File: src/rtl/ula_sequenciador.sv
// ula_sequenciador: feeds a BYTES-wide operation through an 8-bit ALU one byte per cycle, LSB first,
// chaining the carry through a register and presenting the assembled result over valid/ready.
module ula_sequenciador #(
    parameter  int BYTES = 4,
    localparam int W     = 8 * BYTES,
    localparam int IW    = $clog2(BYTES)
) (
    input  logic         clk,
    input  logic         rst_n,
    input  logic         in_valid,
    output logic         in_ready,
    input  logic [W-1:0] in_a,
    input  logic [W-1:0] in_b,
    input  logic [3:0]   in_s,
    input  logic         in_m,
    input  logic         in_c_in,
    output logic [7:0]   alu_a,
    output logic [7:0]   alu_b,
    output logic [3:0]   alu_s,
    output logic         alu_m,
    output logic         alu_c_in,
    input  logic [7:0]   alu_f,
    input  logic         alu_c_out,
    input  logic         alu_a_eq_b,
    output logic         out_valid,
    input  logic         out_ready,
    output logic [W-1:0] out_f,
    output logic         out_c_out,
    output logic         out_a_eq_b
);
    typedef enum logic [1:0] {IDLE, RUN, DONE} state_t;

    state_t          state_q, state_d;
    logic [IW-1:0]   idx_q, idx_d;
    logic [W-1:0]    a_q, a_d, b_q, b_d, f_q, f_d;
    logic [3:0]      s_q, s_d;
    logic            m_q, m_d, carry_q, carry_d, eq_q, eq_d;

    assign in_ready   = state_q == IDLE;
    assign out_valid  = state_q == DONE;
    assign alu_a      = a_q[{idx_q, 3'b000} +: 8];
    assign alu_b      = b_q[{idx_q, 3'b000} +: 8];
    assign alu_s      = s_q;
    assign alu_m      = m_q;
    assign alu_c_in   = carry_q;
    assign out_f      = f_q;
    assign out_c_out  = carry_q;
    assign out_a_eq_b = eq_q;

    always_comb begin
        state_d = state_q;
        idx_d   = idx_q;
        a_d     = a_q;
        b_d     = b_q;
        f_d     = f_q;
        s_d     = s_q;
        m_d     = m_q;
        carry_d = carry_q;
        eq_d    = eq_q;
        if (state_q == IDLE && in_valid) begin
            state_d = RUN;
            idx_d   = '0;
            a_d     = in_a;
            b_d     = in_b;
            f_d     = '0;
            s_d     = in_s;
            m_d     = in_m;
            carry_d = in_c_in;
            eq_d    = 1'b1;
        end else if (state_q == RUN) begin
            f_d[{idx_q, 3'b000} +: 8] = alu_f;
            carry_d = alu_c_out;
            eq_d    = eq_q & alu_a_eq_b;
            // idx stays on the last slice so it never wraps inside an operation
            if (idx_q == IW'(BYTES - 1)) state_d = DONE;
            else idx_d = idx_q + 1'b1;
        end else if (state_q == DONE && out_ready) begin
            state_d = IDLE;
        end
    end

    always_ff @(posedge clk or negedge rst_n) begin
        if (!rst_n) begin
            state_q <= IDLE;
            idx_q   <= '0;
            a_q     <= '0;
            b_q     <= '0;
            f_q     <= '0;
            s_q     <= '0;
            m_q     <= 1'b0;
            carry_q <= 1'b0;
            eq_q    <= 1'b0;
        end else begin
            state_q <= state_d;
            idx_q   <= idx_d;
            a_q     <= a_d;
            b_q     <= b_d;
            f_q     <= f_d;
            s_q     <= s_d;
            m_q     <= m_d;
            carry_q <= carry_d;
            eq_q    <= eq_d;
        end
    end
endmodule

File: config.mk
export PLATFORM = sky130hd
export DESIGN_NAME = ula_sequenciador
export DESIGN_NICKNAME = d
export VERILOG_FILES = /design/src/rtl/ula_sequenciador.sv
export SDC_FILE = /design/constraint.sdc
export NUM_CORES = 1
export LEC_CHECK = 0
export CAP_MARGIN = 15
export CORE_MARGIN = 3
export CORE_UTILIZATION = 41
export DETAILED_ROUTE_END_ITERATION = 8
export PLACE_DENSITY = 0.78
export SLEW_MARGIN = 0
export SYNTH_ARGS = -nofsm -noshare
export SYNTH_HDL_FRONTEND = slang
export SYNTH_SLANG_ARGS = --single-unit
export TNS_END_PERCENT = 50
File: constraint.sdc
create_clock -name clk -period 7 [get_ports clk]
set_input_delay 1.4 -clock clk [delete_from_list [all_inputs] [get_ports clk]]
set_output_delay 1.4 -clock clk [all_outputs]
set_load 0.01 [all_outputs]
==> results.ini, run 1 <==
[global_routing]
grt_pass1_vias = 3366
grt_pass1_wl_microns = 17700
grt_max_degree = 59
antenna_found_initial = 0
grt.overflow.total = 0
grt_use_total_pct = 17.65

[timing]
hold_violations = 0
fin_hold_ws_ps = 496.0
min_period_ps = 3777
fin_crit_sh_pct = 53.95
rsz0062_at_grt = false
setup_viol = 0
setup_tns_ps = 0
worst_pin_slew_ps = 1003
slew_violations = 0
slew-limit-headroom_pct = 33.12
clock.fmax_mhz = 264.8
fin_skew_ps = 9.023

[clocking]
tritoncts = done
clockBufferDepth = 2
clk_pin_slew_ps = 70
clk_latency_ps = 350
hold_buffers = 0
post_cts_buffers = 0
cts_buffers = 9
root_buffer = clkbuf_16
cts_sinks = 107
htreeDepth = 3
cts_resized = 0

[die]
start_util_pct = 42.46
fp-row-count = 38
io_pins = 142
die_w_microns = 112.6
coreArea_sq_um = 10980
die_area_sq_um = 12690
die_y_microns = 112.6

[critical_path]
rr_startpoint = idx_q[1]
worstPathArrival_ps = 2380
worst-path-buf-inv = 2
crit_type = flip-flop to output pin
cp_max_fo = 16
cp_slowest_cell = mux4_2
path_cells = buf_4 > mux4_2 > clkdlybuf4s50_1
crit_start = idx_q[0]
crit_family = buffers and inverters
slowest_delay_ps = 570
required_ps = 5600
critPathCaptureType = output pin
startpoint_type = flip-flop

[synth]
yosysUniqueCellTypes = 31
async_reset_ff_share_pct = 100.0
synth_common_cells = dfrtp_1, mux2_2, mux4_2
seq_area_frac_synth_pct = 57.42
synth_top_area_share_pct = 57.42
syn_area_sq_um = 4663
ys_seq_elements = 107
yosysMostFrequentCell = dfrtp_1
syn_avg_cell_area_sq_um = 14.35
syn-instance-count = 325
ys.flop_type = dfrtp_1
synth_fp_nets = 414
synth-warning-count = 0
ys_top_cells_by_area = dfrtp_1, mux2_2, mux4_2
synth_top_cell_by_area = dfrtp_1
synth_enable_flop_cells = 0

[detailed_routing]
routed_via_density = 5.213
dr.pass1.iters = 4
drt-initial-drc-count = 157
wl_microns = 11010
drc = 0
ant_nets = 0
vias = 3138
wl_per_cell_microns = 18.28

[placement]
gp_congestion = 0.7807
hpwl_microns = 8036
dp.cells = 586
io_buffers = 141
place_area_sq_um = 6166

[finish]
syn_to_final_growth_pct = 38.50
final_nets = 546
diodes = 0
finalInstanceArea_sq_um = 6459
nFillCells = 880
layout-drive-gt1-share_pct = 25.54
layout.cells.non_filler = 602

[power_and_ir_drop]
total_power_mw = 2.751
ir_drop_mv = 0.2311
power.density_nw_per_um2 = 426.0
p_leak_nw = 2.669

[worst_hold_path]
hold_path.startpoint = out_f[23]
hold_class = flip-flop to flip-flop

[run]
maxCapViolations = 0

[outcome]
status = completed

## state kept, by name (all words and copies together) (netlist names)
register,cells
state_q,2
alu_s,4
a_q,32
alu_c_in,1
out_a_eq_b,1
b_q,32
out_f,32
idx_q,2
alu_m,1
## cells by family (layout without fill, tap and decap cells)
logic type	after synthesis	count (layout)	share of synthesized area (%)
AOI/OAI and AO/OA	53	53	8.667
buffers and inverters	36	173	3.461
DFF	107	107	57.42
muxes	87	87	24.85
adders and majority gates	5	5	1.342
and+or+nand+nor	37	37	4.266
## through the flow
stage,utilization (%),setup WS [ps]
2_1_floorplan,-,4175
3_3_place_gp,56.14,3396
4_1_cts,58.81,3188
3_5_place_dp,56.14,3328
6_report,58.81,3223
5_1_grt,58.81,3082
## final cells by class
type	count	area (sq um)	share of cell area, %
sequential	107	2678	41.46
multi-input combinational	182	1829	28.32
timing repair buffer	145	1439	22.28
clock buffer	9	225.2	3.487
tap	140	175.2	2.712
clock inverter	7	67.56	1.046
inverter	12	45.04	0.6974
## per-layer routing
metal  up-vias  wire length (microns)  global-route usage (%)
li1       1459                      -                       -
met1      1587                   4534                   22.66
met2        79                   5788                   29.90
met3        13                    538                   4.313
met4         0                    144                   4.888
met5         -                      0                       0
## worst reg2reg max path, cell delays in order (launching register included)
cell	delay, ps
dfrtp_1	1000
inv_1	220
ha_1	390
nor3b_1	710
nand3_1	170
a21oi_1	200
## report_power, final
part | switching [mW] | internal, mW | leakage, nW
clock network | 0.245 | 0.252 | 0.142
logic | 0.461 | 0.725 | 1.19
registers | 0.185 | 0.883 | 1.33
## path summary, 6_finish.rpt
path | endpoint | slack (ps) | cells past startpoint
min reg2reg | out_f[23] | 500 | 1
max | alu_a[3] | 3220 | 3
max in group asynchronous | out_f[20] | 4780 | 2
min in group asynchronous | a_q[21] | 1100 | 1
max reg2reg | out_f[26] | 4220 | 5
min | out_f[23] | 500 | 1
## cell usage in the layout (no fill, tap or decap), types with 8 or more instances in the layout
master,synthesis,final
a22o_1,8,8
a32o_1,8,8
mux4_2,16,16
mux2_2,70,70
nand3_1,8,8
a21oi_1,12,12
nand2_1,13,13
clkbuf_16,0,9
dfrtp_1,107,107
o31ai_2,8,8
inv_1,12,12
clkdlybuf4s50_1,0,140
o21ai_0,13,13
Power figures use the tool's default switching activity.
==> inputs of run 2 (changes only) <==
==> constraint.sdc (replaced) <==
create_clock -name clk -period 3.49 [get_ports clk]
set_input_delay 0.698 -clock clk [delete_from_list [all_inputs] [get_ports clk]]
set_output_delay 0.698 -clock clk [all_outputs]
set_load 0.01 [all_outputs]
==> run 2 against run 1 <==
Count of clock-buffer cells in the layout unchanged. Non-clock buffer count up 3. Die area unchanged. First-iteration DRC count down 5.1%.
==> results.ini, run 2 (synthesized netlist as in run 1, its figures left out) <==
[detailed_routing]
dr.pass1.iters = 4  ; unchanged
ant_nets = 0  ; unchanged
wl_microns = 10860  ; -1.4%
routed_via_density = 5.251  ; +0.74%
drt-initial-drc-count = 149  ; -5.1%
drc = 0  ; unchanged
vias = 3177  ; +1.2%
wl_per_cell_microns = 17.94  ; -1.8%

[timing]
fin_crit_sh_pct = 83.62
setup_viol = 0  ; unchanged
fin_hold_ws_ps = 235.8  ; -260.2 ps
fin_skew_ps = 8.089  ; -0.9345 ps
slew-limit-headroom_pct = 36.00  ; +2.9 points
hold_violations = 0  ; unchanged
clock.fmax_mhz = 342.7
min_period_ps = 2918
worst_pin_slew_ps = 958.0  ; -45.15 ps
setup_tns_ps = 0  ; unchanged
rsz0062_at_grt = false
slew_violations = 0  ; unchanged

[global_routing]
grt_busiest_layer = met2
grt_use_met1_pct = 22.54  ; -0.12 points
antenna_found_initial = 0  ; unchanged
grt_max_degree = 88  ; +49%
grt_use_total_pct = 17.82  ; +0.17 points
grt_pass1_vias = 3410  ; +1.3%
grt_pass1_wl_microns = 17840  ; +0.78%
grt.overflow.total = 0  ; unchanged
met2_usage_pct = 29.74  ; -0.16 points
grtUsageMet3_pct = 4.205  ; -0.11 points

[die]
start_util_pct = 42.46  ; unchanged
die_w_microns = 112.6  ; unchanged
io_pins = 142  ; unchanged
coreArea_sq_um = 10980  ; unchanged
die_area_sq_um = 12690  ; unchanged
die_y_microns = 112.6  ; unchanged
fp-row-count = 38  ; unchanged

[critical_path]
critPathCaptureType = output pin
cp_max_fo = 16  ; unchanged
required_ps = 2790  ; -2810 ps
crit_type = flip-flop to output pin
reg2reg_slack_ps = 1080  ; -3140 ps
startpoint_type = flip-flop
rr_startpoint = idx_q[0]
worstRegToRegCells = 5  ; unchanged
worstPathArrival_ps = 2220  ; -160 ps
r2r-end = out_f[31]

[finish]
final_common_cell = clkdlybuf4s50_1
syn_to_final_growth_pct = 40.84
finalInstanceArea_sq_um = 6568  ; +1.7%
diodes = 0  ; unchanged
final_cell_mix = clkdlybuf4s50_1, dfrtp_1, mux2_2
layout-drive-gt1-share_pct = 26.02  ; +0.48 points
final_nets = 549  ; +0.55%

[clocking]
cts_sinks = 107  ; unchanged
cts_resized = 0  ; unchanged
clk_pin_slew_ps = 80  ; about the same
root_buffer = clkbuf_16
htreeDepth = 3  ; unchanged
clockBufferDepth = 2  ; unchanged
post_cts_buffers = 0  ; unchanged
hold_buffers = 0  ; unchanged
clk_latency_ps = 340  ; about the same
tritoncts = done
cts_buffers = 9  ; unchanged

[outcome]
status = completed

[power_and_ir_drop]
p_leak_nw = 2.721  ; +2.0%
ir_drop_mv = 0.4485  ; +94%
power.density_nw_per_um2 = 865.8  ; +100%

[placement]
gp_congestion = 0.7896  ; +1.1%
place_area_sq_um = 6193  ; +0.45%
io_buffers = 141  ; unchanged
hpwl_microns = 7881  ; -1.9%

[worst_hold_path]
hold_class = input port to async pin

[run]
maxCapViolations = 0  ; unchanged

run 2: changes by cell type in the layout (fill, tap and decap cells not counted):
| cell | change |
|---|---|
| bufinv_16 | +2 |
| buf_16 | +1 |
| clkinv_4 | -1 |
| buf_4 | +1 |
| clkinvlp_4 | -1 |
| clkinv_8 | +2 |
| buf_12 | +1 |
| inv_8 | -2 |
run 2: cell type report:
class	count	area [sq um]
Fill cell	887	4415
Clock buffer	9	225.2
Multi-Input combinational cell	182	1829
Timing Repair Buffer	148	1494
Sequential cell	107	2678
Inverter	12	45.04
Tap cell	140	175.2
Clock inverter	7	121.4
run 2: worst max path at each step:
stage	startpoint	endpoint	slack [ps]
2_1_floorplan	idx_q[1]	out_f[10]	1110
4_1_cts	idx_q[0]	alu_b[0]	540
6_report	idx_q[0]	alu_b[0]	570
5_1_grt	idx_q[0]	alu_a[3]	440
3_5_place_dp	in_valid	a_q[28]	800
3_3_place_gp	in_valid	a_q[28]	850
run 2: where the power goes:
group / total, mW / internal [mW] / switching, mW
sequential: 2.10 / 1.77 / 0.330
combinational: 2.44 / 1.48 / 0.966
clock: 1.14 / 0.651 / 0.491
run 2: critical path: stages (launching register included):
cell	delay, ps
dfrtp_1	590
buf_12	250
mux4_2	520
clkdlybuf4s50_1	520
run 2: per-layer routing:
| layer | vias to the layer above | routed length, microns |
|---|---|---|
| met3 | 24 | 517 |
| li1 | 1466 | - |
| met1 | 1592 | 4498 |
| met4 | 0 | 305 |
| met2 | 95 | 5534 |
| met5 | - | 0 |
run 2: through the flow:
stage / power, mW / utilization (%) / setup WS [ps] / cells
global route: 6.043 / 59.80 / 442.6 / 605
global placement: 4.485 / 56.39 / 846.1 / 588
floorplan: 3.501 / - / 1111 / 325
CTS: 5.757 / 59.55 / 538.8 / 604
detailed placement: 4.593 / 56.39 / 799.5 / 588
finish: 5.686 / 59.80 / 571.8 / 605
